$ cat src/rtl/alu_ctrl_pkg.sv
// alu_ctrl_pkg: shared encodings for the 8-bit ALU, its issue/retire controller
// and the branch-condition evaluator.
//   ALU_OP_*  : 3-bit ALU opcodes
//   FLAG_*    : bit positions inside the 4-bit ZNCV flag vector
//   COND_*    : 3-bit branch condition selects
package alu_ctrl_pkg;

  localparam logic [2:0] ALU_OP_ADD  = 3'd0;
  localparam logic [2:0] ALU_OP_SUB  = 3'd1;
  localparam logic [2:0] ALU_OP_AND  = 3'd2;
  localparam logic [2:0] ALU_OP_OR   = 3'd3;
  localparam logic [2:0] ALU_OP_XOR  = 3'd4;
  localparam logic [2:0] ALU_OP_SHL  = 3'd5;
  localparam logic [2:0] ALU_OP_SHR  = 3'd6;
  localparam logic [2:0] ALU_OP_PASS = 3'd7;

  localparam int FLAG_Z = 3;
  localparam int FLAG_N = 2;
  localparam int FLAG_C = 1;
  localparam int FLAG_V = 0;

  localparam logic [2:0] COND_EQ = 3'd0;
  localparam logic [2:0] COND_NE = 3'd1;
  localparam logic [2:0] COND_CS = 3'd2;
  localparam logic [2:0] COND_CC = 3'd3;
  localparam logic [2:0] COND_MI = 3'd4;
  localparam logic [2:0] COND_PL = 3'd5;
  localparam logic [2:0] COND_VS = 3'd6;
  localparam logic [2:0] COND_AL = 3'd7;

  // Per-bit flag update: bits selected by mask take upd, others keep cur.
  function automatic logic [3:0] merge_flags(input logic [3:0] cur,
                                             input logic [3:0] upd,
                                             input logic [3:0] mask);
    return (cur & ~mask) | (upd & mask);
  endfunction

endpackage

$ cat src/rtl/alu_ctrl_if.sv
// alu_ctrl_if: request and result handshakes of the ALU issue/retire controller.
//   request : in_valid/in_ready, in_op, in_shamt, in_a, in_b, in_fmask (ZNCV)
//   result  : res_valid/res_ready, res_data, res_flags (raw ZNCV)
//   master  : requester/consumer side; slave : controller side
interface alu_ctrl_if;
  logic       in_valid;
  logic       in_ready;
  logic [2:0] in_op;
  logic [2:0] in_shamt;
  logic [7:0] in_a;
  logic [7:0] in_b;
  logic [3:0] in_fmask;
  logic       res_valid;
  logic       res_ready;
  logic [7:0] res_data;
  logic [3:0] res_flags;

  modport master (
    output in_valid, in_op, in_shamt, in_a, in_b, in_fmask, res_ready,
    input  in_ready, res_valid, res_data, res_flags
  );

  modport slave (
    input  in_valid, in_op, in_shamt, in_a, in_b, in_fmask, res_ready,
    output in_ready, res_valid, res_data, res_flags
  );
endinterface

$ cat src/rtl/alu_cond.sv
// alu_cond: evaluates a 3-bit branch condition against a ZNCV flag vector.
//   cond      in  3  condition select (COND_* encoding)
//   flags     in  4  [3]=Z [2]=N [1]=C [0]=V
//   cond_true out 1  condition holds
module alu_cond
  import alu_ctrl_pkg::*;
(
  input  logic [2:0] cond,
  input  logic [3:0] flags,
  output logic       cond_true
);

  always_comb begin
    cond_true = 1'b1;
    case (cond)
      COND_EQ: cond_true =  flags[FLAG_Z];
      COND_NE: cond_true = ~flags[FLAG_Z];
      COND_CS: cond_true =  flags[FLAG_C];
      COND_CC: cond_true = ~flags[FLAG_C];
      COND_MI: cond_true =  flags[FLAG_N];
      COND_PL: cond_true = ~flags[FLAG_N];
      COND_VS: cond_true =  flags[FLAG_V];
      default: cond_true = 1'b1;
    endcase
  end

endmodule

$ cat src/rtl/alu_ctrl.sv
// alu_ctrl: issue/retire controller for the clocked 8-bit ALU.
// Accepts one operation on bus (request side), holds operands on alu_* for
// the ALU's latency, captures alu_out/alu_flags, retires them on bus (result
// side) and maintains the masked architectural ZNCV register flags_q with a
// condition evaluator (cond -> cond_true).
//   clk, rst (async, active-high); bus : alu_ctrl_if.slave
//   alu_a/alu_b/alu_op/alu_shamt out; alu_out/alu_flags in
//   flags_q out 4; cond in 3; cond_true out 1
module alu_ctrl
  import alu_ctrl_pkg::*;
#(
  parameter int         ALU_LAT   = 1,
  parameter logic [3:0] FLAGS_RST = 4'b0000
) (
  input  logic       clk,
  input  logic       rst,
  alu_ctrl_if.slave  bus,
  output logic [7:0] alu_a,
  output logic [7:0] alu_b,
  output logic [2:0] alu_op,
  output logic [2:0] alu_shamt,
  input  logic [7:0] alu_out,
  input  logic [3:0] alu_flags,
  output logic [3:0] flags_q,
  input  logic [2:0] cond,
  output logic       cond_true
);

  typedef enum logic [1:0] {IDLE, ISSUE, WAIT, DONE} state_t;

  localparam logic [1:0] LAT_LOAD = 2'(ALU_LAT - 1);

  state_t     state, state_d;
  logic [1:0] lat_cnt;
  logic [3:0] fmask_q;
  logic [7:0] res_data_q;
  logic [3:0] res_flags_q;
  logic       res_valid_q;
  logic       accept, capture, retire;

  always_ff @(posedge clk or posedge rst) begin
    if (rst) state <= IDLE;
    else     state <= state_d;
  end

  // ISSUE is the presentation cycle; the counter then runs in WAIT so the
  // capture edge falls ALU_LAT+1 edges after the accept edge.
  always_comb begin
    state_d = state;
    accept  = 1'b0;
    capture = 1'b0;
    retire  = 1'b0;
    case (state)
      IDLE: if (bus.in_valid) begin
        accept  = 1'b1;
        state_d = ISSUE;
      end
      ISSUE: state_d = WAIT;
      WAIT: if (lat_cnt == 2'd0) begin
        capture = 1'b1;
        state_d = DONE;
      end
      DONE: if (bus.res_ready) begin
        retire  = 1'b1;
        state_d = IDLE;
      end
      default: state_d = IDLE;
    endcase
  end

  // Stage boundary: operand presentation, latency count, result capture
  always_ff @(posedge clk or posedge rst) begin
    if (rst) begin
      alu_a       <= 8'd0;
      alu_b       <= 8'd0;
      alu_op      <= 3'd0;
      alu_shamt   <= 3'd0;
      fmask_q     <= 4'd0;
      lat_cnt     <= 2'd0;
      res_data_q  <= 8'd0;
      res_flags_q <= 4'd0;
      res_valid_q <= 1'b0;
      flags_q     <= FLAGS_RST;
    end else begin
      if (accept) begin
        alu_a     <= bus.in_a;
        alu_b     <= bus.in_b;
        alu_op    <= bus.in_op;
        alu_shamt <= bus.in_shamt;
        fmask_q   <= bus.in_fmask;
        lat_cnt   <= LAT_LOAD;
      end
      if (state == WAIT && lat_cnt != 2'd0) lat_cnt <= lat_cnt - 2'd1;
      if (capture) begin
        res_data_q  <= alu_out;
        res_flags_q <= alu_flags;
        flags_q     <= merge_flags(flags_q, alu_flags, fmask_q);
        res_valid_q <= 1'b1;
      end
      if (retire) res_valid_q <= 1'b0;
    end
  end

  assign bus.in_ready  = (state == IDLE);
  assign bus.res_valid = res_valid_q;
  assign bus.res_data  = res_data_q;
  assign bus.res_flags = res_flags_q;

  alu_cond u_cond (
    .cond      (cond),
    .flags     (flags_q),
    .cond_true (cond_true)
  );

endmodule

$ cat src/flat_wrapper.sv
// flat-port wrapper written by rule: the top's interface ports become plain ports
module alu_ctrl_flat import alu_ctrl_pkg::*;
#(
  parameter int         ALU_LAT   = 1,
  parameter logic [3:0] FLAGS_RST = 4'b0000
)
  (clk, rst, alu_a, alu_b, alu_op, alu_shamt, alu_out, alu_flags, flags_q, cond, cond_true, bus_in_valid, bus_in_op, bus_in_shamt, bus_in_a, bus_in_b, bus_in_fmask, bus_res_ready, bus_in_ready, bus_res_valid, bus_res_data, bus_res_flags);
  alu_ctrl_if bus_i ();
  input  logic clk;
  input  logic rst;
  output logic [7:0] alu_a;
  output logic [7:0] alu_b;
  output logic [2:0] alu_op;
  output logic [2:0] alu_shamt;
  input  logic [7:0] alu_out;
  input  logic [3:0] alu_flags;
  output logic [3:0] flags_q;
  input  logic [2:0] cond;
  output logic cond_true;
  input wire logic [$bits(bus_i.in_valid)-1:0] bus_in_valid;
  input wire logic [$bits(bus_i.in_op)-1:0] bus_in_op;
  input wire logic [$bits(bus_i.in_shamt)-1:0] bus_in_shamt;
  input wire logic [$bits(bus_i.in_a)-1:0] bus_in_a;
  input wire logic [$bits(bus_i.in_b)-1:0] bus_in_b;
  input wire logic [$bits(bus_i.in_fmask)-1:0] bus_in_fmask;
  input wire logic [$bits(bus_i.res_ready)-1:0] bus_res_ready;
  output wire logic [$bits(bus_i.in_ready)-1:0] bus_in_ready;
  output wire logic [$bits(bus_i.res_valid)-1:0] bus_res_valid;
  output wire logic [$bits(bus_i.res_data)-1:0] bus_res_data;
  output wire logic [$bits(bus_i.res_flags)-1:0] bus_res_flags;
  assign bus_i.in_valid = bus_in_valid;
  assign bus_i.in_op = bus_in_op;
  assign bus_i.in_shamt = bus_in_shamt;
  assign bus_i.in_a = bus_in_a;
  assign bus_i.in_b = bus_in_b;
  assign bus_i.in_fmask = bus_in_fmask;
  assign bus_i.res_ready = bus_res_ready;
  assign bus_in_ready = bus_i.in_ready;
  assign bus_res_valid = bus_i.res_valid;
  assign bus_res_data = bus_i.res_data;
  assign bus_res_flags = bus_i.res_flags;
  alu_ctrl #(.ALU_LAT(ALU_LAT), .FLAGS_RST(FLAGS_RST)) u_core (.clk(clk), .rst(rst), .bus(bus_i), .alu_a(alu_a), .alu_b(alu_b), .alu_op(alu_op), .alu_shamt(alu_shamt), .alu_out(alu_out), .alu_flags(alu_flags), .flags_q(flags_q), .cond(cond), .cond_true(cond_true));
endmodule
$ cat config.mk
export PLATFORM = sky130hd
export DESIGN_NAME = alu_ctrl_flat
export DESIGN_NICKNAME = d
export VERILOG_FILES = /design/src/rtl/alu_ctrl_pkg.sv /design/src/rtl/alu_ctrl_if.sv /design/src/rtl/alu_cond.sv /design/src/rtl/alu_ctrl.sv /design/src/flat_wrapper.sv
export SDC_FILE = /design/constraint.sdc
export NUM_CORES = 1
export LEC_CHECK = 0
export CORE_UTILIZATION = 45
export DETAILED_ROUTE_END_ITERATION = 16
export PLACE_DENSITY = 0.85
export SKIP_LAST_GASP = 1
export SYNTH_ARGS = -nofsm -noshare
export SYNTH_HDL_FRONTEND = slang
export SYNTH_SLANG_ARGS = --single-unit
export TNS_END_PERCENT = 20
$ cat constraint.sdc
create_clock -name clk -period 2.5 [get_ports clk]
set_input_delay 0.75 -clock clk [delete_from_list [all_inputs] [get_ports clk]]
set_output_delay 0.75 -clock clk [all_outputs]
set_load 0.05 [all_outputs]
==> metrics.md, run 1 <==
| Metric | Value |
|---|---|
| Met1 track demand over resource | 20.9% |
| Clock tree root buffer cell | sky130_fd_sc_hd__clkbuf_8 |
| I/O pin total | 86 |
| Total of buffers placed on input and output ports | 85 |
| GRT met3 Usage | 5.33% |
| Sequential cell area in the final layout | 1180 sq um |
| Post-DP HPWL | 3.06 mm |
| Core outline area | 4120 sq um |
| Number of inserted filler cells in the final layout | 318 |
| Count of antenna-violating nets left after detailed routing | 0 |
| Unique masters post-synth | 23 |
| Net count after synthesis | 204 |
| Per-instance average area after synthesis | 12.8 sq um |
| GRT Max-Usage Layer | met2 |
| Vias in the first global route | 1,401 |
| CP required | 1750 ps |
| Synth area leader | sky130_fd_sc_hd__dfrtp_1 |
| Worst min-delay path class | flop to flop |
| Final Hold Slack | 475 ps |
| Static leakage | 1.37 nW |
| Fraction of layout instances using a drive strength above 1 | 11.4% |
| Post-synthesis register bit count | 47 |
| WL final | 4.02 mm |
| Worst-case reg-to-reg path depth | 6 |
| Final Instance Count excl. Fillers | 295 |
| Clock Sink Count | 47 |
| Share of the clock period used by the worst path after layout | 94.2% |
| Setup-failing EPs final | 0 |
| Clock tree buffer depth | 2 |
| Count of buffers added by post-CTS timing repair for setup | 0 |
| Crit path capture type | output pin |
| Number of antenna violations at the first check in global routing | 0 |
| Slew @ Worst Pin | 515 ps |
| Per-cell routed wire length | 13.6 um |
| Initial DRT Pass Iterations | 4 |
| Total Power Consumption | 0.00459 W |
| Nature of the critical path startpoint | input port |
| Average via count per standard cell | 4.82 |
| Sequential area share after synthesis | 59.5% |
| Antenna diode count | 0 |
| M2 GR Usage | 32.5% |
| Maximum fanout count along the critical path | 2 |
| Number of core rows | 23 |
| Max-capacitance violation count | 0 |
| Global-route usage over all layers | 18.7% |
| Post-Route Setup TNS | 0 ps |
| Synthesized instance count | 154 |
| Outcome | completed |
| WHS Path Cells | 1 |
| Number of DRC markers after the initial detailed-route iteration | 104 |
| Starting utilization of the core area | 48.0% |
| Via Count | 1,422 |
| Pins over their slew limit | 0 |
| Final net count | 294 |
| Number of levels in the clock H-tree | 2 |
| Multi-input gate area | 744 sq um |
| Clock tree from TritonCTS | built |
| Maximum number of pins on one net before global-route repair | 29 |
| Clock Pin Slew Worst Setup and Hold Paths | 80 ps |
| Worst-Skew Late Latency | 290 ps |
| Area delta synth->final | 50.3% |
| Die Outline Area | 4660 sq um |
| Period minus WS final | 2360 ps |
| Remaining routing DRC violations | 0 |
| Biggest area contributors in the synthesized netlist | sky130_fd_sc_hd__dfrtp_1, sky130_fd_sc_hd__mux2_1, sky130_fd_sc_hd__mux2_4 |
| Hold-fix buffers at CTS | 0 |
| Die Ht | 68.3 um |
| Remaining global-route overflow | 0 |
| Post-Place Cells | 287 |
| Final hold vios | 0 |
| Mapped cell area | 1980 sq um |
| Worst vdd ir | 0.790 mV |
| Cell area after layout | 2970 sq um |
| Placed cell area | 2880 sq um |
| Unrepaired setup endpoints after global routing | no |
| Global-route wire length before repair | 6.19 mm |
| Die width | 68.3 um |
| Peak Freq | 0.424 GHz |
| Area share of the largest cell type after synthesis | 59.5% |
| WP data arrival | 1610 ps |
| Headroom to the max-slew limit | 65.5% |
| Crit Path Class | input port to output pin |
| Layout Skew | 4.24 ps |
| Routability Congestion | 0.666 |
| Pwr Density | 1540 nW/um^2 |
| Clock buffers created by TritonCTS | 5 |
| Synth warn | 0 |
==> registers in the layout, indices dropped and copies added, names as in the netlist, named ones only <==
signal	flops
u_core.bus.res_data	8
u_core.state	2
u_core.alu_shamt	3
u_core.lat_cnt	2
u_core.bus.res_valid	1
u_core.alu_op	3
u_core.fmask_q	4
u_core.alu_a	8
u_core.bus.res_flags	4
u_core.alu_b	8
==> worst max-delay path, stage by stage <==
cell,delay (ps)
sky130_fd_sc_hd__clkdlybuf4s50_1,490
sky130_fd_sc_hd__o221ai_2,90
sky130_fd_sc_hd__o21ai_1,100
sky130_fd_sc_hd__buf_6,180
==> final timing paths <==
kind,to,from,slack (ps)
min in group asynchronous,u_core.alu_shamt[0],rst,780
worst max register to register,flop,u_core.state[0],790
worst min register to register,u_core.lat_cnt[0],u_core.lat_cnt[0],480
worst max-delay path,cond_true,cond[2],140
max in group asynchronous,u_core.alu_a[7],rst,1230
worst min-delay path,u_core.lat_cnt[0],u_core.lat_cnt[0],480
==> per-layer routing <==
metal | share of wire [%] | up-vias
li1 | - | 688
met3 | 6.4 | 5
met1 | 41 | 683
met2 | 51 | 46
met5 | 0 | -
met4 | 1.7 | 0
==> logic make-up after synthesis <==
logic type               count (synthesis)  share of synthesized area, %
AND/OR/NAND/NOR                         48                          9.88
buffers and inverters                   12                          3.29
adder cells (fa/ha/maj)                  5                          3.17
AO/OA/AOI/OAI                            8                          2.85
multiplexers                            33                          20.8
XOR/XNOR                                 1                         0.443
flip-flops                              47                          59.5
==> power by group <==
part,switching [W],internal (W)
Combinational,0.00173,0.00106
Clock,0.000239,0.000197
Sequential,0.000216,0.00115
Total,0.00218,0.00241
==> synthesized netlist by cell type <==
| cell | instances |
|---|---|
| sky130_fd_sc_hd__nand2b_1 | 1 |
| sky130_fd_sc_hd__buf_2 | 1 |
| sky130_fd_sc_hd__o221ai_1 | 1 |
| sky130_fd_sc_hd__a21oi_1 | 1 |
| sky130_fd_sc_hd__mux2i_1 | 1 |
| sky130_fd_sc_hd__o32a_1 | 1 |
| sky130_fd_sc_hd__clkbuf_1 | 1 |
| sky130_fd_sc_hd__o221a_2 | 1 |
| sky130_fd_sc_hd__o21ai_1 | 3 |
| sky130_fd_sc_hd__mux2_4 | 11 |
| sky130_fd_sc_hd__o22ai_1 | 1 |
| sky130_fd_sc_hd__nor2_1 | 1 |
| sky130_fd_sc_hd__nand3_1 | 2 |
| sky130_fd_sc_hd__dfrtp_1 | 47 |
| sky130_fd_sc_hd__ha_1 | 5 |
| sky130_fd_sc_hd__nand2_1 | 42 |
| sky130_fd_sc_hd__inv_1 | 7 |
| sky130_fd_sc_hd__buf_4 | 1 |
| sky130_fd_sc_hd__buf_6 | 2 |
| sky130_fd_sc_hd__xor2_1 | 1 |
| sky130_fd_sc_hd__and2_1 | 1 |
| sky130_fd_sc_hd__nand2_4 | 1 |
| sky130_fd_sc_hd__mux2_1 | 21 |
==> cells in the final DEF, fill, tap and decap left out, types with 2 or more instances in the layout <==
cell                              instances
sky130_fd_sc_hd__mux2_4                  12
sky130_fd_sc_hd__buf_4                    3
sky130_fd_sc_hd__clkbuf_8                 5
sky130_fd_sc_hd__o21ai_1                  3
sky130_fd_sc_hd__inv_1                    6
sky130_fd_sc_hd__dfrtp_1                 47
sky130_fd_sc_hd__clkdlybuf4s50_1         81
sky130_fd_sc_hd__ha_1                     5
sky130_fd_sc_hd__nand3_1                  2
sky130_fd_sc_hd__mux2_1                  20
sky130_fd_sc_hd__clkbuf_1                 2
sky130_fd_sc_hd__nand2_1                 42
==> metrics by stage <==
| stage | setup WS [ps] | utilization (%) |
|---|---|---|
| floorplan | 9.92 | - |
| global placement | -236 | 70.0 |
| detailed placement | -282 | 70.0 |
| CTS | 16.4 | 72.3 |
| global route | 72.0 | 72.1 |
| finish | 144 | 72.1 |
==> layout make-up <==
cell class / count / share of cell area (%)
Tap cell: 50 / 2.11
Multi-Input combinational cell: 95 / 25.1
Clock buffer: 7 / 2.57
Timing Repair Buffer: 88 / 29.6
Clock inverter: 1 / 0.169
Sequential cell: 47 / 39.6
Inverter: 7 / 0.885
==> what timing repair did <==
action,CTS,global route
endpoints found under the hold margin,0,0
endpoints found under the setup margin,1,1
pin swaps,2,1
gates resized for setup,6,1
Power figures use the tool's default switching activity.
==> run 2: changes to the inputs <==
--- a/config.mk
+++ b/config.mk
@@ -8,6 +8,7 @@
 export CORE_UTILIZATION = 45
 export DETAILED_ROUTE_END_ITERATION = 16
 export PLACE_DENSITY = 0.85
+export RECOVER_POWER = 50
 export SKIP_LAST_GASP = 1
 export SYNTH_ARGS = -nofsm -noshare
 export SYNTH_HDL_FRONTEND = slang
==> run 2 against run 1 <==
Net effect:
- wire length up 0.55%
- sequential share of layout area up 0.37 points
- clock power about the same
- clock skew about the same
- worst hold slack about the same
- power down 0.70%
- non-clock buffer count unchanged
- die area unchanged
- first-iteration DRC count up 0.96%
- setup slack unchanged
- via count down 0.42%
- utilization down 0.67 points
==> metrics.md, run 2 (synthesis results as in run 1) <==
| Metric | Value |
|---|---|
| Number of levels in the clock H-tree | 2 (unchanged) |
| WL final | 4.04 mm (+0.55%) |
| Max-capacitance violation count | 0 (unchanged) |
| Static leakage | 1.35 nW (-1.4%) |
| Worst vdd ir | 0.788 mV (-0.20%) |
| Area delta synth->final | 48.9% |
| Setup WS pre-CTS | -282 ps (unchanged) |
| Worst-case reg-to-reg path depth | 6 (unchanged) |
| Commonest non-fill, non-tap cell in the layout | sky130_fd_sc_hd__clkdlybuf4s50_1 |
| Clock buffers created by TritonCTS | 5 (unchanged) |
| Proportion of power drawn by combinational gates | 60.4% (-0.3 points) |
| Per-cell routed wire length | 13.7 um (+0.55%) |
| Number of antenna violations at the first check in global routing | 0 (unchanged) |
| Clock Sink Count | 47 (unchanged) |
| Headroom to the max-slew limit | 49.5% (-16 points) |
| Period minus WS final | 2360 ps (unchanged) |
| Clock network fraction of total power | 9.6% (about the same) |
| Initial DRT Pass Iterations | 4 (unchanged) |
| Layout Skew | 4.22 ps (-0.0160 ps) |
| Setup-failing EPs final | 0 (unchanged) |
| Share of the clock period used by the worst path after layout | 94.2% (unchanged) |
| Global-route usage over all layers | 18.7% (unchanged) |
| Worst-Skew Late Latency | 290 ps (about the same) |
| Pwr Density | 1550 nW/um^2 (+0.23%) |
| Pins over their slew limit | 0 (unchanged) |
| Final Hold Slack | 475 ps (+0.392 ps) |
| Startpoint of the most critical register-to-register path | u_core.state[0] |
| Vias in the first global route | 1,401 (unchanged) |
| Post-DP HPWL | 3.06 mm (unchanged) |
| Via Count | 1,416 (-0.42%) |
| Post-Route Setup TNS | 0 ps (unchanged) |
| Net switching power figure | 0.00218 W (-0.23%) |
| Remaining global-route overflow | 0 (unchanged) |
| Start point of the critical path | cond[2] |
| Count of antenna-violating nets left after detailed routing | 0 (unchanged) |
| WHS Path Cells | 2 (+1) |
| Maximum number of pins on one net before global-route repair | 29 (unchanged) |
| Final hold vios | 0 (unchanged) |
| Remaining routing DRC violations | 0 (unchanged) |
| CP required | 1750 ps (about the same) |
| I/O pin total | 86 (unchanged) |
| Core outline area | 4120 sq um (unchanged) |
| Seq pwr share | 30.0% (+0.2 points) |
| Die Ht | 68.3 um (unchanged) |
| Slew @ Worst Pin | 754 ps (+239 ps) |
| Clock tree from TritonCTS | built |
| WP data arrival | 1610 ps (about the same) |
| Termination of the worst setup path | cond_true |
| Number of DRC markers after the initial detailed-route iteration | 105 (+0.96%) |
| Average via count per standard cell | 4.80 (-0.42%) |
| Clock tree buffer depth | 2 (unchanged) |
| Unrepaired setup endpoints after global routing | no |
| Clock tree root buffer cell | sky130_fd_sc_hd__clkbuf_8 |
| Net switching fraction of the power | 47.8% (+0.22 points) |
| Total of buffers placed on input and output ports | 85 (unchanged) |
| Global-route wire length before repair | 6.19 mm (unchanged) |
| Nature of the critical path startpoint | input port |
| Peak Freq | 0.424 GHz (unchanged) |
| Most used cells in the layout excluding fill and tap cells | sky130_fd_sc_hd__clkdlybuf4s50_1, sky130_fd_sc_hd__dfrtp_1, sky130_fd_sc_hd__nand2_1 |
| Internal reg-to-reg setup slack | 440 ps (-350 ps) |
| Number of core rows | 23 (unchanged) |
| Antenna diode count | 0 (unchanged) |
| Maximum fanout count along the critical path | 2 (unchanged) |
| Die width | 68.3 um (unchanged) |
| Worst setup slack after layout | 144 ps (unchanged) |
| Outcome | completed |
| Clock Pin Slew Worst Setup and Hold Paths | 80 ps (about the same) |
| Crit Path Class | input port to output pin |
| Fraction of layout instances using a drive strength above 1 | 10.2% (-1.2 points) |
| Routability Congestion | 0.666 (unchanged) |
| Crit path capture type | output pin |
| Die Outline Area | 4660 sq um (unchanged) |
| Worst min-delay path class | flop to flop |
| Final net count | 294 (unchanged) |
| Cell Int Power | 0.00238 W (-1.1%) |
| Starting utilization of the core area | 48.0% (unchanged) |
-- run 2: cell count changes in the layout (fill, tap and decap cells not counted), sizes merged --
cell and delta:
buf -2, clkbuf +2, clkdlybuf4s50 -2, dlygate4sd3 +2
-- run 2: worst min-delay path by stage --
stage / startpoint / end / slack (ps)
after floorplan: u_core.lat_cnt[0] / u_core.lat_cnt[0] / 450
after global placement: u_core.bus.res_data[0] / u_core.bus.res_data[0] / 460
after detailed placement: u_core.bus.res_flags[2] / u_core.bus.res_flags[2] / 460
after CTS: u_core.bus.res_flags[2] / u_core.bus.res_flags[2] / 480
after global routing: u_core.bus.res_data[6] / u_core.bus.res_data[6] / 510
final: u_core.bus.res_flags[2] / u_core.bus.res_flags[2] / 480
-- run 2: worst max-delay path, cell delays in order --
cell	delay, ps
sky130_fd_sc_hd__clkdlybuf4s50_1	490
sky130_fd_sc_hd__o221ai_2	90
sky130_fd_sc_hd__o21ai_1	100
sky130_fd_sc_hd__buf_6	180
-- run 2: cell type report --
type | instances | area, sq um
Sequential cell | 47 | 1180
Tap cell | 50 | 62.6
Fill cell | 324 | 1170
Multi-Input combinational cell | 95 | 736
Clock buffer | 7 | 76.3
Clock inverter | 1 | 5.00
Timing Repair Buffer | 88 | 860
Inverter | 7 | 26.3
-- run 2: power by group through the flow --
stage	logic (W)	clock network, W	registers [W]
after floorplan	0.000808	0	0.00248
after global placement	0.00276	0	0.00136
after detailed placement	0.00280	0	0.00138
after CTS	0.00282	0.000459	0.00137
after global routing	0.00293	0.000478	0.00141
final	0.00275	0.000436	0.00137
-- run 2: per-layer routing --
| metal | up-vias | GRT usage [%] | part of all wire (%) | wire [um] |
|---|---|---|---|---|
| li1 | 686 | - | - | - |
| met2 | 46 | 32.5 | 51 | 2040 |
| met4 | 0 | 8.59 | 1.7 | 70 |
| met3 | 5 | 5.33 | 6.4 | 258 |
| met5 | - | 0 | 0 | 0 |
| met1 | 679 | 20.9 | 41 | 1670 |
-- run 2: through the flow --
step                      std cells  area [sq um]  util, %  total power [W]
after global placement          287          2880     70.0          0.00412
final                           295          2940     71.5          0.00456
after CTS                       295          2970     72.3          0.00465
after global routing            295          2940     71.5          0.00482
after floorplan                 154          1980        -          0.00329
after detailed placement        287          2880     70.0          0.00418
-- run 2: repair_timing --
| item | CTS | global route |
|---|---|---|
| buffers inserted | 0 | 0 |
| pin swaps | 2 | 1 |
| gates resized for setup | 6 | 1 |
| hold buffers | 0 | 0 |
| cloned | 0 | 0 |
| setup endpoints to repair | 1 | 1 |
